==> src/rtl/xgmii_pkg.sv <==
// XGMII character constants and loopback-channel mode encoding shared by the
// loopback channel and its delay line.
package xgmii_pkg;

  localparam logic [7:0] XGMII_IDLE  = 8'h07;
  localparam logic [7:0] XGMII_START = 8'hFB;
  localparam logic [7:0] XGMII_TERM  = 8'hFD;
  localparam logic [7:0] XGMII_ERROR = 8'hFE;

  // Local-fault ordered set, repeated in both 32-bit columns of a 64-bit word.
  localparam logic [63:0] XGMII_LF_DATA = 64'h0100009C_0100009C;
  localparam logic [7:0]  XGMII_LF_CTRL = 8'h11;

  typedef enum logic [1:0] {
    PASS    = 2'd0,
    DELAY   = 2'd1,
    CORRUPT = 2'd2,
    FAULT   = 2'd3
  } loop_mode_e;

endpackage

==> src/rtl/xgmii_delay_line.sv <==
// Circular XGMII word buffer: written every cycle, read `offset` words behind
// the write pointer; reset and flush refill every entry with Idle.
module xgmii_delay_line
  import xgmii_pkg::*;
#(
  parameter int DATA_W    = 64,
  parameter int DELAY_MAX = 16,
  parameter int OFF_W     = $clog2(DELAY_MAX + 1)
) (
  input  logic                  clk,
  input  logic                  reset,
  input  logic                  flush,
  input  logic [DATA_W-1:0]     wr_data,
  input  logic [DATA_W/8-1:0]   wr_ctrl,
  input  logic [OFF_W-1:0]      offset,
  output logic [DATA_W-1:0]     rd_data,
  output logic [DATA_W/8-1:0]   rd_ctrl
);

  localparam int LANES = DATA_W / 8;
  localparam int AW    = (DELAY_MAX > 1) ? $clog2(DELAY_MAX) : 1;
  localparam int DEPTH = 1 << AW;

  logic [DATA_W-1:0] mem_d [DEPTH];
  logic [LANES-1:0]  mem_c [DEPTH];
  logic [AW-1:0]     wr_ptr;
  logic [AW-1:0]     rd_idx;
  logic [OFF_W-1:0]  wr_ext;

  assign wr_ext = OFF_W'(wr_ptr);

  // Pointer wraps at DELAY_MAX, not at the power-of-two storage depth.
  always_comb begin
    if (wr_ext >= offset) rd_idx = AW'(wr_ext - offset);
    else                  rd_idx = AW'(wr_ext + OFF_W'(DELAY_MAX) - offset);
  end

  assign rd_data = mem_d[rd_idx];
  assign rd_ctrl = mem_c[rd_idx];

  always_ff @(posedge clk) begin
    if (reset || flush) begin
      for (int i = 0; i < DEPTH; i++) begin
        mem_d[i] <= {LANES{XGMII_IDLE}};
        mem_c[i] <= '1;
      end
    end else begin
      mem_d[wr_ptr] <= wr_data;
      mem_c[wr_ptr] <= wr_ctrl;
    end

    if (reset)                                wr_ptr <= '0;
    else if (wr_ptr == AW'(DELAY_MAX - 1))    wr_ptr <= '0;
    else                                      wr_ptr <= wr_ptr + AW'(1);
  end

endmodule

==> src/rtl/xgmii_loopback_chan.sv <==
// XGMII loopback channel between MAC tx and rx with programmable latency,
// periodic start-word corruption and forced local fault.
module xgmii_loopback_chan
  import xgmii_pkg::*;
#(
  parameter int DATA_W    = 64,
  parameter int DELAY_MAX = 16,
  parameter int DLY_W     = $clog2(DELAY_MAX + 1)
) (
  input  logic                clk_156m25,
  input  logic                reset_156m25,
  input  logic [DATA_W-1:0]   xgmii_txd,
  input  logic [DATA_W/8-1:0] xgmii_txc,
  input  logic [1:0]          cfg_mode,
  input  logic [DLY_W-1:0]    cfg_delay,
  input  logic [7:0]          cfg_err_every,
  output logic [DATA_W-1:0]   xgmii_rxd,
  output logic [DATA_W/8-1:0] xgmii_rxc,
  output logic [1:0]          mode_active,
  output logic                busy,
  output logic [31:0]         frame_cnt,
  output logic [15:0]         err_inj_cnt
);

  localparam int LANES = DATA_W / 8;
  localparam logic [DATA_W-1:0] IDLE_D = {LANES{XGMII_IDLE}};
  localparam logic [DATA_W-1:0] LF_D   = {(DATA_W / 64){XGMII_LF_DATA}};
  localparam logic [LANES-1:0]  LF_C   = {(DATA_W / 64){XGMII_LF_CTRL}};

  loop_mode_e        mode_q, mode_req;
  logic [DLY_W-1:0]  dly_q, dly_req;
  logic [DLY_W-1:0]  inflight;
  logic [7:0]        mod_cnt, mod_next;
  logic              in_frame;
  logic              is_start, is_term, tx_idle, boundary, inject, flush;
  logic              wr_live, rd_live;
  logic [DATA_W-1:0] w_d, buf_d;
  logic [LANES-1:0]  w_c, buf_c;

  always_comb begin
    is_start = xgmii_txc[0] && (xgmii_txd[7:0] == XGMII_START);
    is_term  = 1'b0;
    for (int i = 0; i < LANES; i++) begin
      if (xgmii_txc[i] && (xgmii_txd[8*i +: 8] == XGMII_TERM)) is_term = 1'b1;
    end
  end

  assign tx_idle  = (xgmii_txc == '1) && (xgmii_txd == IDLE_D);
  assign boundary = tx_idle && !in_frame && (inflight == '0);
  assign mode_req = loop_mode_e'(cfg_mode);
  assign dly_req  = (mode_req == PASS) ? '0 :
                    (cfg_delay > DLY_W'(DELAY_MAX)) ? DLY_W'(DELAY_MAX) : cfg_delay;
  assign mod_next = mod_cnt + 8'd1;
  assign inject   = (mode_q == CORRUPT) && is_start && (cfg_err_every != 8'd0) &&
                    (mod_next == cfg_err_every);

  // Word entering the channel after fault masking and error injection.
  always_comb begin
    w_d = xgmii_txd;
    w_c = xgmii_txc;
    if (mode_q == FAULT) begin
      w_d = IDLE_D;
      w_c = '1;
    end else if (inject) begin
      w_d[DATA_W-1 -: 8] = XGMII_ERROR;
      w_c[LANES-1]       = 1'b1;
    end
  end

  // Any delay change or fault exit empties the buffer; at a boundary it only holds Idle.
  assign flush   = boundary && ((dly_req != dly_q) || ((mode_q == FAULT) && (mode_req != FAULT)));
  assign wr_live = (dly_q != '0) && !((w_c == '1) && (w_d == IDLE_D));
  assign rd_live = (dly_q != '0) && !((buf_c == '1) && (buf_d == IDLE_D));

  xgmii_delay_line #(
    .DATA_W    (DATA_W),
    .DELAY_MAX (DELAY_MAX),
    .OFF_W     (DLY_W)
  ) u_delay_line (
    .clk     (clk_156m25),
    .reset   (reset_156m25),
    .flush   (flush),
    .wr_data (w_d),
    .wr_ctrl (w_c),
    .offset  (dly_q),
    .rd_data (buf_d),
    .rd_ctrl (buf_c)
  );

  always_ff @(posedge clk_156m25) begin
    if (reset_156m25) begin
      mode_q      <= PASS;
      dly_q       <= '0;
      in_frame    <= 1'b0;
      inflight    <= '0;
      mod_cnt     <= '0;
      frame_cnt   <= '0;
      err_inj_cnt <= '0;
      xgmii_rxd   <= IDLE_D;
      xgmii_rxc   <= '1;
    end else begin
      if (is_start)     in_frame <= 1'b1;
      else if (is_term) in_frame <= 1'b0;

      if (flush)                    inflight <= '0;
      else if (wr_live && !rd_live) inflight <= inflight + DLY_W'(1);
      else if (!wr_live && rd_live) inflight <= inflight - DLY_W'(1);

      if (mode_q == FAULT) begin
        xgmii_rxd <= LF_D;
        xgmii_rxc <= LF_C;
      end else if (dly_q == '0) begin
        xgmii_rxd <= w_d;
        xgmii_rxc <= w_c;
      end else begin
        xgmii_rxd <= buf_d;
        xgmii_rxc <= buf_c;
      end

      if (is_start && (mode_q != FAULT)) frame_cnt <= frame_cnt + 32'd1;

      if (inject) begin
        mod_cnt <= '0;
        if (err_inj_cnt != 16'hFFFF) err_inj_cnt <= err_inj_cnt + 16'd1;
      end else if ((mode_q == CORRUPT) && is_start) begin
        mod_cnt <= mod_next;
      end

      if (boundary) begin
        if ((mode_req == CORRUPT) && (mode_q != CORRUPT)) mod_cnt <= '0;
        mode_q <= mode_req;
        dly_q  <= dly_req;
      end
    end
  end

  assign mode_active = mode_q;
  assign busy        = in_frame || (inflight != '0);

endmodule

==> config.mk <==
export PLATFORM = sky130hd
export DESIGN_NAME = xgmii_loopback_chan
export DESIGN_NICKNAME = d
export VERILOG_FILES = /design/src/rtl/xgmii_pkg.sv /design/src/rtl/xgmii_delay_line.sv /design/src/rtl/xgmii_loopback_chan.sv
export SDC_FILE = /design/constraint.sdc
export NUM_CORES = 2
export LEC_CHECK = 0
export ABC_AREA = 1
export CORE_AREA = 5 5 235 465
export DETAILED_ROUTE_END_ITERATION = 12
export DIE_AREA = 0 0 240 470
export HOLD_SLACK_MARGIN = 0.05
export PLACE_DENSITY = 0.74
export REMOVE_ABC_BUFFERS = 1
export SLEW_MARGIN = 10
export SYNTH_ARGS = -nofsm -noshare
export SYNTH_HDL_FRONTEND = slang
export SYNTH_SLANG_ARGS = --single-unit
==> constraint.sdc <==
create_clock -name clk_156m25 -period 9.2 [get_ports clk_156m25]
set_clock_uncertainty 0.15 [all_clocks]
set_input_delay 1.84 -clock clk_156m25 [delete_from_list [all_inputs] [get_ports clk_156m25]]
set_output_delay 1.84 -clock clk_156m25 [all_outputs]
set_load 0.01 [all_outputs]
==> qor.csv <==
stage,metric,value,unit
logic_synthesis,post-synthesis sequential area ratio,63.2,%
finish,post-route insts no fill,7774,
floorplan,Top Ports,212,
timing,Worst Max-Slew Pin Slew,1.34,ns
power,Cell Pwr Density,196,mW/mm2
grt,grt total ovfl,0,
logic_synthesis,Post-synth EDFFs,1152,
timing,Setup Viol. Count Final,0,
finish,fraction of layout cells with a size suffix above 1,4.90,%
grt,vias in the first global route,47500,
cts,Post-CTS Setup Bufs,0,
floorplan,DIE AREA,0.113,mm2
timing,WHS,0.342,ns
timing,Max Slew Vio Count,0,
power,Sw Pwr,3.46,mW
worst_hold_path,HP Class,reg2reg,
cts,clk sinks,1297,
cts,TritonCTS Buffers,111,
power,Logic pwr share,12.7,%
status,status,"finished, final reports clean",
routing,via count,48800,
setup_path,crit start category,primary input,
placed_design,Routability Congestion,0.932,
placed_design,port bufs,211,
routing,DRT iter0 DRCs,6776,
timing,period utilization,75.5,%
routing,Post-DRT Antenna Nets,0,
floorplan,Row Count,168,
finish,final net count,6425,
cts,CTS resizes,0,
routing,Residual DRC,0,
floorplan,Die X,240,um
timing,RSZ-0062 raised after global routing,false,
logic_synthesis,fraction of registers with async set/reset,0,%
grt,Total Routing Usage GR,35.1,%
power,Int Power,9.49,mW
placed_design,DP Wirelength,123,mm
timing,"Hold Vio Cnt, Final",0,
finish,synth-to-layout area growth,11.3,%
job,max_cap viols,0,
setup_path,CP max FO,40,
grt,global-route wire length before repair,296,mm
logic_synthesis,distinct cell type count after synthesis,34,
cts,clock tree from TritonCTS,built,
power,Peak VDD IR,165,uV
routing,WL final,203,mm
cts,Worst-Skew Late Latency,0.75,ns
routing,average wire per standard cell,26.2,um
power,Clk pwr share,36.0,%
timing,worst rel slew slack,10.5,%
cts,Max clock buf depth,3,
placed_design,placed insts,7566,
cts,clock root buffer,clkbuf_16,
logic_synthesis,Synth Instances,6373,
cts,H-tree levels,3,
logic_synthesis,synth warn,0,
setup_path,WS Path Type,in2reg,
power,sequential power share,51.2,%
routing,DRT Pass-1 Iters,8,
floorplan,initial core utilization,56.5,%
finish,Final Cell Area,0.0660,mm2
grt,pin count of the biggest net entering global routing,209,
setup_path,CP arrival,7.24,ns
logic_synthesis,Synth Flop Type,edfxtp_1,
grt,initial antenna violation count,7,
placed_design,DP Area,0.0625,mm2
power,Sw Share,26.7,%
power,leakage power,23.9,nW
timing,min cycle time layout,6.95,ns
cts,cts hold-fix bufs,0,
logic_synthesis,"Avg Cell Area, Syn",9.30,um2
routing,vias per cell,6.28,
floorplan,Chip Height,470,um
floorplan,core box area,0.105,mm2
setup_path,CP required,9.49,ns
logic_synthesis,Mapped Area,0.0593,mm2
finish,"commonest non-fill, non-tap cell in the layout",nand2_1,
finish,most frequent cells in the layout,"nand2_1, nor2_1, edfxtp_1",
logic_synthesis,Seq cells post-synth,1297,
power,total power,13.0,mW
timing,FMAX,144,MHz
cts,clk slew on worst S/H paths,0.07,ns
setup_path,crit path capture type,register,
[final cells by class]
cell class | instances | area [um2]
clock inverter | 51 | 472
clock buffer | 145 | 3000
multi-input combinational | 4286 | 18900
fill | 8299 | 38900
sequential | 1297 | 37500
antenna | 12 | 30.0
inverter | 321 | 1220
timing repair buffer | 302 | 3140
tap | 1360 | 1700
[synth_stat cells (all sizes together), types with 2 or more instances]
master | n | area (um2)
o31ai | 2 | 15.0
fa | 2 | 40.0
nor3b | 4 | 30.0
inv | 320 | 1200
a21oi | 146 | 731
nor4 | 26 | 163
nor2 | 1320 | 4990
buf | 185 | 897
nand2 | 1439 | 5400
xor2 | 16 | 140
nand4 | 63 | 394
nand3 | 696 | 3490
nor3 | 34 | 170
o21ai | 424 | 2120
a31oi | 2 | 12.5
o2111ai | 7 | 61.3
clkbuf | 284 | 1070
or2 | 2 | 12.5
and3 | 3 | 18.8
ha | 15 | 188
xnor2 | 9 | 78.8
dfxtp | 145 | 2900
edfxtp | 1152 | 34600
o211ai | 71 | 533
[path summary, 6_finish.rpt]
check	start	end	slack [ns]	cells after the start
max	xgmii_txd[48]	u_delay_line.mem_d[10][43]$_SDFFCE_PN0P_	2.25	10
min	frame_cnt[28]$_SDFFE_PP0P_	frame_cnt[28]$_SDFFE_PP0P_	0.34	2
max reg2reg	u_delay_line.wr_ptr[0]$_SDFF_PP0_	inflight[4]$_SDFFE_PP0P_	2.73	28
min reg2reg	frame_cnt[28]$_SDFFE_PP0P_	frame_cnt[28]$_SDFFE_PP0P_	0.34	2
[critical path, stage by stage]
cell and delay (ns):
clkdlybuf4s50_1 0.87, nand4_1 0.17, nor4_1 0.56, nand3_1 0.47, nor2_1 0.71, nand2_1 0.15, nand2_2 0.76, nor2_4 0.40
inv_2 1.03, nor2_1 0.16
[routing by layer]
| metal | global-route usage, % | part of all wire, % | routed length [um] | vias up |
|---|---|---|---|---|
| li1 | - | - | - | 21200 |
| met1 | 40.9 | 32 | 65200 | 23000 |
| met2 | 56.0 | 46 | 94300 | 3658 |
| met3 | 9.31 | 13 | 25500 | 984 |
| met4 | 25.1 | 9.1 | 18400 | 0 |
| met5 | 0 | 0 | 0 | - |
[cells by family after synthesis]
group	after synthesis	share of synthesized area [%]
AND/OR/NAND/NOR	3588	24.7
flip-flops	1297	63.2
buffers and inverters	790	5.34
AO/OA/AOI/OAI	656	5.91
XOR/XNOR	25	0.369
adder cells (fa/ha/maj)	17	0.384
[registers in the layout, summed over array words and instances, names as in the netlist]
name / cells
mode_active: 2
xgmii_rxc: 8
u_delay_line.wr_ptr: 4
inflight: 5
in_frame: 1
u_delay_line.mem_d: 1024
err_inj_cnt: 16
u_delay_line.mem_c: 128
dly_q: 5
frame_cnt: 32
mod_cnt: 8
xgmii_rxd: 64
[power by group through the flow]
stage | logic (mW) | clock network, mW | registers [mW]
2_1_floorplan | 0.974 | 0 | 6.78
3_3_place_gp | 1.57 | 0 | 6.76
3_5_place_dp | 1.59 | 0 | 6.76
4_1_cts | 1.59 | 4.66 | 6.64
5_1_grt | 1.72 | 4.90 | 6.65
6_report | 1.65 | 4.67 | 6.64
[through the flow]
stage	TNS (ns)	util [%]	setup slack, ns
5_1_grt	0	62.9	2.36
2_1_floorplan	-1653.76	-	-23.06
3_5_place_dp	0	59.6	1.97
3_3_place_gp	0	59.6	2.04
6_report	0	62.9	2.25
4_1_cts	0	62.9	2.77
Power figures use the tool's default switching activity.
